`src/rtl/contador_pkg.sv`:
```
// Shared definitions for the contador counter controller: FSM state encoding and run modes.
package contador_pkg;

  typedef enum logic {
    IDLE = 1'b0,
    RUN  = 1'b1
  } state_t;

  localparam logic MODE_ONESHOT = 1'b0;
  localparam logic MODE_RELOAD  = 1'b1;

endpackage

```
`src/rtl/contador_core.sv`:
```
// Counter register: synchronous clear has priority over increment, wraps modulo 2^WIDTH.
module contador_core #(
  parameter int WIDTH = 8
) (
  input  logic             clk,
  input  logic             rst_n,
  input  logic             clr,
  input  logic             inc,
  output logic [WIDTH-1:0] value
);

  logic [WIDTH-1:0] value_q;
  logic [WIDTH-1:0] value_d;

  always_comb begin
    value_d = value_q;
    if (clr) begin
      value_d = '0;
    end else if (inc) begin
      value_d = value_q + WIDTH'(1);
    end
  end

  always_ff @(posedge clk or negedge rst_n) begin
    if (!rst_n) begin
      value_q <= '0;
    end else begin
      value_q <= value_d;
    end
  end

  assign value = value_q;

endmodule

```
`src/rtl/contador_ctrl.sv`:
```
// Counter controller: IDLE/RUN FSM, config registers locked during a run, one-shot or auto-reload.
// Define CONTADOR_CTRL_PRESCALE_EN to add cfg_presc and a tick prescaler (tick every presc+1 cycles).
module contador_ctrl
  import contador_pkg::*;
#(
  parameter int WIDTH   = 8,
  parameter int PRESC_W = 4
) (
  input  logic               clk,
  input  logic               rst_n,
  input  logic               start,
  input  logic               stop,
  input  logic               cfg_we,
  input  logic [WIDTH-1:0]   cfg_limit,
  input  logic               cfg_mode,
`ifdef CONTADOR_CTRL_PRESCALE_EN
  input  logic [PRESC_W-1:0] cfg_presc,
`endif
  output logic               busy,
  output logic [WIDTH-1:0]   count,
  output logic               done
);

  if (PRESC_W < 1) begin : g_presc_w_chk
    $error("PRESC_W must be at least 1");
  end

  state_t           state_q, state_d;
  logic [WIDTH-1:0] limit_q;
  logic             mode_q;
  logic             done_q, done_d;
  logic             busy_q;
  logic             clr, inc;
  logic             tick;
  logic             at_limit;
  logic             cfg_open;

  assign at_limit = (count == limit_q);
  assign cfg_open = (state_q == IDLE) && cfg_we;

`ifdef CONTADOR_CTRL_PRESCALE_EN
  logic [PRESC_W-1:0] presc_q;
  logic [PRESC_W-1:0] presc_cnt_q;

  assign tick = (presc_cnt_q == presc_q);

  // Divider restarts on every tick, on abort, and whenever the FSM is idle (covers start).
  always_ff @(posedge clk or negedge rst_n) begin
    if (!rst_n) begin
      presc_q     <= '0;
      presc_cnt_q <= '0;
    end else begin
      if (cfg_open) presc_q <= cfg_presc;
      if (state_q != RUN || stop || tick) begin
        presc_cnt_q <= '0;
      end else begin
        presc_cnt_q <= presc_cnt_q + PRESC_W'(1);
      end
    end
  end
`else
  assign tick = 1'b1;
`endif

  always_ff @(posedge clk or negedge rst_n) begin
    if (!rst_n) begin
      state_q <= IDLE;
      busy_q  <= 1'b0;
      done_q  <= 1'b0;
      limit_q <= '1;
      mode_q  <= MODE_ONESHOT;
    end else begin
      state_q <= state_d;
      busy_q  <= (state_d == RUN);
      done_q  <= done_d;
      if (cfg_open) begin
        limit_q <= cfg_limit;
        mode_q  <= cfg_mode;
      end
    end
  end

  // Stop always wins over start and over a coincident terminal tick.
  always_comb begin
    state_d = state_q;
    unique case (state_q)
      IDLE: if (start && !stop) state_d = RUN;
      RUN: begin
        if (stop) begin
          state_d = IDLE;
        end else if (tick && at_limit && mode_q == MODE_ONESHOT) begin
          state_d = IDLE;
        end
      end
    endcase
  end

  always_comb begin
    clr    = 1'b0;
    inc    = 1'b0;
    done_d = 1'b0;
    unique case (state_q)
      IDLE: clr = start && !stop;
      RUN: begin
        if (!stop && tick) begin
          if (at_limit) begin
            done_d = 1'b1;
            clr    = (mode_q == MODE_RELOAD);
          end else begin
            inc = 1'b1;
          end
        end
      end
    endcase
  end

  contador_core #(
    .WIDTH(WIDTH)
  ) u_core (
    .clk  (clk),
    .rst_n(rst_n),
    .clr  (clr),
    .inc  (inc),
    .value(count)
  );

  assign busy = busy_q;
  assign done = done_q;

endmodule

```
`config.mk`:
```
export PLATFORM = sky130hd
export DESIGN_NAME = contador_ctrl
export DESIGN_NICKNAME = d
export VERILOG_FILES = /design/src/rtl/contador_pkg.sv /design/src/rtl/contador_core.sv /design/src/rtl/contador_ctrl.sv
export SDC_FILE = /design/constraint.sdc
export NUM_CORES = 1
export LEC_CHECK = 0
export ABC_AREA = 1
export CAP_MARGIN = 20
export CORE_MARGIN = 2
export CORE_UTILIZATION = 44
export DETAILED_ROUTE_END_ITERATION = 16
export PLACE_DENSITY = 0.74
export SETUP_SLACK_MARGIN = 0.4
export SLEW_MARGIN = 30
export SYNTH_ARGS = -nofsm -noshare
export SYNTH_HDL_FRONTEND = slang
export SYNTH_SLANG_ARGS = --single-unit
```
`constraint.sdc`:
```
create_clock -name clk -period 1.2 [get_ports clk]
set_input_delay 0.12 -clock clk [delete_from_list [all_inputs] [get_ports clk]]
set_output_delay 0.12 -clock clk [all_outputs]
set_load 0.02 [all_outputs]
```
# Yosys cells after proc, flatten, opt, wreduce, memory -nomap -nowiden
# Cells that the tools add are included.
# op_classes
addsub	1
n_eq_ne	1
muxes	15
bitwise_logic	2
n_reduce_logical	5
# ops
cell	n
$mux 8	2
$mux 1	11
$add 8x1->8 const B	1
$eq 8x8->1	1
$pmux 1 s2	2
$logic_and 1x1->1	3
$not 1->1	2
$reduce_bool 2->1	1
$logic_not 1->1	1
# word_totals
regBits	19
output_inout_bits	10
wordCells	29

# Logic depth before layout (Yosys ltp)
# depth
depth_word	6
ltp_mapped	11
ltp_nobuf	11

# Cells and area by module
# Synthesis repeated with hierarchy kept, for this count alone.
# unflattened
cells_unflattened	128
area_unflattened_um2	1064.8
# modules_own_cells
mod	n_inst	cells_each	area_each_um2
contador_ctrl	1	68	591.8
contador_core	1	60	473.0

# Worst setup path before layout
# No wires, ideal clock.
# synth_path
path_type	flip-flop to flip-flop
from	register u_core.value_q[5] (netlist: u_core.value[5])
to	register u_core.value_q[2] (netlist: u_core.value[2])
t_arrival_ns	1.282
required_time_ns	1.082
slack_ns	-0.200
stages_incl_launch_ff	10
n_path_buf	0
synth_period_minus_slack_ns	1.400
path_cell_list	dfrtp_1 -> inv_1 -> nand2_1 -> nand2_1 -> nor2_1 -> nand2_1 -> nor2_2 -> nand3_1 -> nand4_1 -> nand2_1
# synth_via
elab_chain_len	5
# synth_rtl
item	line_no	rtl
start: declaration	contador_core.sv:12	logic [WIDTH-1:0] value_q;
start signal: assignment	contador_core.sv:28	value_q <= value_d;
$eq 8x8->1 (*)	contador_ctrl.sv:38	assign at_limit = (count == limit_q);
$mux 1	contador_ctrl.sv:106	if (at_limit) begin
$mux 1	contador_ctrl.sv:105	if (!stop && tick) begin
$pmux 1 s2 or $mux 1 (tied branches)	contador_ctrl.sv:102	unique case (state_q)
$mux 8 or $reduce_bool 2->1 (tied branches)	-	
# Mark *: on every way between the ends. The rest lies on a longest branch, timed or not.
# A chain may end at the register's enable or synchronous reset.

# Worst setup path in the final report
# layout_path
from	register limit_q[2]
to	register u_core.value_q[7] (netlist: u_core.value[7])
# layout_via
elab_chain_len	5
# layout_rtl
item	line_no	rtl
start: declaration	contador_ctrl.sv:29	logic [WIDTH-1:0] limit_q;
start signal: assignment	contador_ctrl.sv:77	limit_q <= cfg_limit;
$eq 8x8->1 (*)	contador_ctrl.sv:38	
$mux 1	contador_ctrl.sv:106	
$mux 1	contador_ctrl.sv:105	
$pmux 1 s2 or $mux 1 (tied branches)	contador_ctrl.sv:102	
$mux 8 or $reduce_bool 2->1 (tied branches)	-	
# Marked as above.

==> results by group <==
Yosys
  • Synth top area share: 0.252
  • Synth Instances: ~160
  • Area contributors post-synth: dfrtp_1, dfstp_2, nand2_1
  • Mapped cell area: around 0.0011 sq mm
  • Netlist cell types: 17
  • FF+latch count, synth: 19
  • Seq/Total Area, Yosys: 0.444
  • Async set-reset flop share out of synthesis: 1.00
  • Main synth FF type: dfrtp_1
  • Top-count cell post-synth: nand2_1
  • Syn Area/Cell: between 7 and 8 sq um
  • Commonest cells in the netlist: nand2_1, inv_1, nor2_1
  • Mapped Nets: between 150 and 200
  • Ys Warns: 0
  • Dominant cell type by area after synthesis: dfrtp_1
  • Post-synth EDFFs: 0

Clock tree
  • Longest Clk Path Bufs: 2
  • Clock latency on the worst-skew pair: 0.31 ns
  • Clock slew seen by the registers of the worst setup and hold paths: ~0.12 ns
  • H-tree levels: 1
  • CTS tree: done
  • Cts bufs inserted: 3
  • CTS Root Cell: clkbuf_4
  • Clk sinks: 19

Final layout
  • Antenna diode count: 0
  • Finished Layout Cells: about 250
  • Final Cell Area: 0.00201 sq mm
  • Ratio of cells with drive above 1 in the final layout: 0.565
  • Area grow syn2layout: 83.8%
  • Number of fill cells: roughly 130
  • Layout Nets: approximately 240

Power and ir drop
  • Gate power share: 0.453
  • Overall Power: around 0.0021 W
  • Sw frac: 0.357
  • Leakage power: just under 1 nW
  • Pwr Density: 1070 mW/mm^2
  • Worst vdd ir: about 0.9 mV
  • P_int: 0.00138 W
  • Reg power frac: 0.390
  • Clk pwr share: 0.157
  • Switching power total: 0.000766 W

Timing
  • Setup total negative slack: -3.48 ns
  • Final setup vio count: 11
  • Worst Clk Skew: 0.0108 ns
  • Final period utilization: 1.33
  • RSZ-0062 raised after global routing: true
  • Final WS setup: -0.392 ns
  • Max-slew violations: 0
  • Slew @ Worst Pin: around 0.5 ns
  • Fin. Hold Viols: 0
  • Tmin final: between 1.5 and 2 ns
  • Fmax: 0.628 GHz
  • Worst relative slew slack: 0.661

Detailed routing
  • Final WL: a little under 4000 um
  • # DRC: 0
  • WL per Instance: approximately 15 um
  • Via density: 5.30
  • Iter 0 DRT Violations: 59
  • Vias: about 1.3k
  • DRT Pass-1 Iters: 4
  • Final ANT Viol Nets: 0

Floorplanning
  • Row cnt: 18
  • DIE AREA: 0.00290 sq mm
  • IO Pins: 24
  • Die W: 53.9 um
  • Initial core utilization: 0.454
  • Core box area: 0.00241 sq mm
  • DIE HEIGHT: about 54 um

Worst setup path
  • CP Max Fanout: 8
  • Crit start category: register
  • Worst EP required: between 1 and 1.5 ns
  • Setup crit end kind: register
  • Arrival time worst endpoint: 1.83 ns
  • Critical path class: register to register

Status
  • Violated checks: setup timing
  • Status: finished with violations

Placement
  • GP Congestion: slightly above 0.9
  • Post-place instance area: 0.00162 sq mm
  • Placed insts: 239
  • Dpl ws: -0.256 ns
  • Post-DP HPWL: about 2100 um
  • IO buf count: 23

GRT
  • GRT Residual Overflow: 0
  • Initial antenna violation count: 0
  • Via count of the first global-routing pass: between 1k and 1.5k
  • Largest net degree at the start of global routing: 20
  • First-pass GRT wire length: between 4000 and 5000 um
  • All-Layer GR Usage: 0.229

Run
  • Maxcap violations: 0

Hold path
  • HP Class: primary input to async pin
## worst max-delay path, stage by stage (launching register included)
cell     delay (ns)
dfstp_2        0.58
inv_2          0.04
nand2_1        0.06
nand2_2        0.07
nor2_1         0.10
nand2_1        0.10
nor2_4         0.17
nand2_2        0.09
nand2_4        0.15
nand3_2        0.08
nand2_1        0.07
## cells in the final DEF, fill, tap and decap left out
cell,Yosys,layout
nand2_1,50,39
buf_4,0,27
buf_6,0,24
inv_1,28,18
clkdlybuf4s50_1,0,12
nand2_2,0,10
inv_2,0,9
dfrtp_2,0,9
nor2_4,0,8
nand4_1,8,8
dfstp_2,8,8
a21oi_2,0,7
nand3_2,0,7
nor2_2,2,6
nor2_1,17,5
xor2_1,4,4
clkbuf_4,0,3
nand2_4,1,2
nand2_8,0,2
a21oi_4,0,2
nor3_1,2,2
nand3_1,10,2
dfrtp_1,11,2
clkinv_4,0,1
xnor2_1,1,1
nand3b_1,1,1
nand3_4,0,1
ha_1,1,1
clkbuf_1,1,1
dlymetal6s2s_1,0,1
## power by group through the flow
| stage | registers, W | logic (W) | clock network, W |
|---|---|---|---|
| floorplan | 0.000865 | 0.000264 | 0 |
| global placement | 0.000823 | 0.000631 | 0 |
| finish | 0.000837 | 0.000973 | 0.000338 |
| CTS | 0.000825 | 0.000744 | 0.000332 |
| global route | 0.000843 | 0.00104 | 0.000370 |
| detailed placement | 0.000827 | 0.000645 | 0 |
## registers in the layout, indices dropped and copies added, names as in the netlist
signal,count
limit_q,8
u_core.value,8
busy,1
done,1
mode_q,1
## logic make-up (layout without fill, tap and decap cells)
| group | count (synthesis) | in the layout | share of synthesized area |
|---|---|---|---|
| fa+ha+maj | 1 | 1 | 0.0114 |
| flops | 19 | 19 | 0.444 |
| buf+inv | 30 | 96 | 0.104 |
| simple gates | 91 | 93 | 0.359 |
| compound gates | 9 | 9 | 0.0412 |
| xor+xnor | 5 | 5 | 0.0400 |
## per-layer routing
metal | part of all wire | track usage | wire length [um] | up-vias
li1 | - | - | - | 618
met1 | 0.38 | 0.284 | 1470 | 640
met2 | 0.54 | 0.404 | 2110 | 63
met3 | 0.051 | 0.0278 | 199 | 21
met4 | 0.033 | 0.0855 | 131 | 0
met5 | 0 | 0 | 0 | -
## through the flow
step,utilization,hold slack (ns)
after floorplan,-,-0.176
after global placement,0.673,0.472
after detailed placement,0.673,0.478
after CTS,0.745,0.149
after global routing,0.834,0.143
final,0.834,0.130
## path summary, 6_finish.rpt
check,start,end,slack (ns),cells past startpoint
max in group asynchronous,rst_n,limit_q[4]$_DFFE_PN1P_,0.78,2
min,rst_n,u_core.value[0]$_DFFE_PN0P_,0.13,2
min in group clk,cfg_we,limit_q[1]$_DFFE_PN1P_,0.34,3
min reg2reg,limit_q[5]$_DFFE_PN1P_,limit_q[5]$_DFFE_PN1P_,0.56,3
max reg2reg,limit_q[2]$_DFFE_PN1P_,u_core.value[7]$_DFFE_PN0P_,-0.39,10
max,limit_q[2]$_DFFE_PN1P_,u_core.value[7]$_DFFE_PN0P_,-0.39,10
## area by class of cell
type / instances / area, sq um / share of cell area
clock buffers: 4 / 26.3 / 0.0131
inverters: 28 / 110 / 0.0548
multi-input cells: 108 / 733 / 0.365
flip-flops and latches: 19 / 497 / 0.247
well taps: 30 / 37.5 / 0.0187
repair buffers: 64 / 606 / 0.301
## timing repair
item / in CTS / in global routing
gates cloned: 0 / 2
gates resized for setup: 96 / 40
buffers inserted: 2 / 6
hold buffers: 0 / 0
pin swaps: 4 / 28
setup endpoints to repair: 29 / 29
No activity file was read; power rests on OpenSTA's default activity.
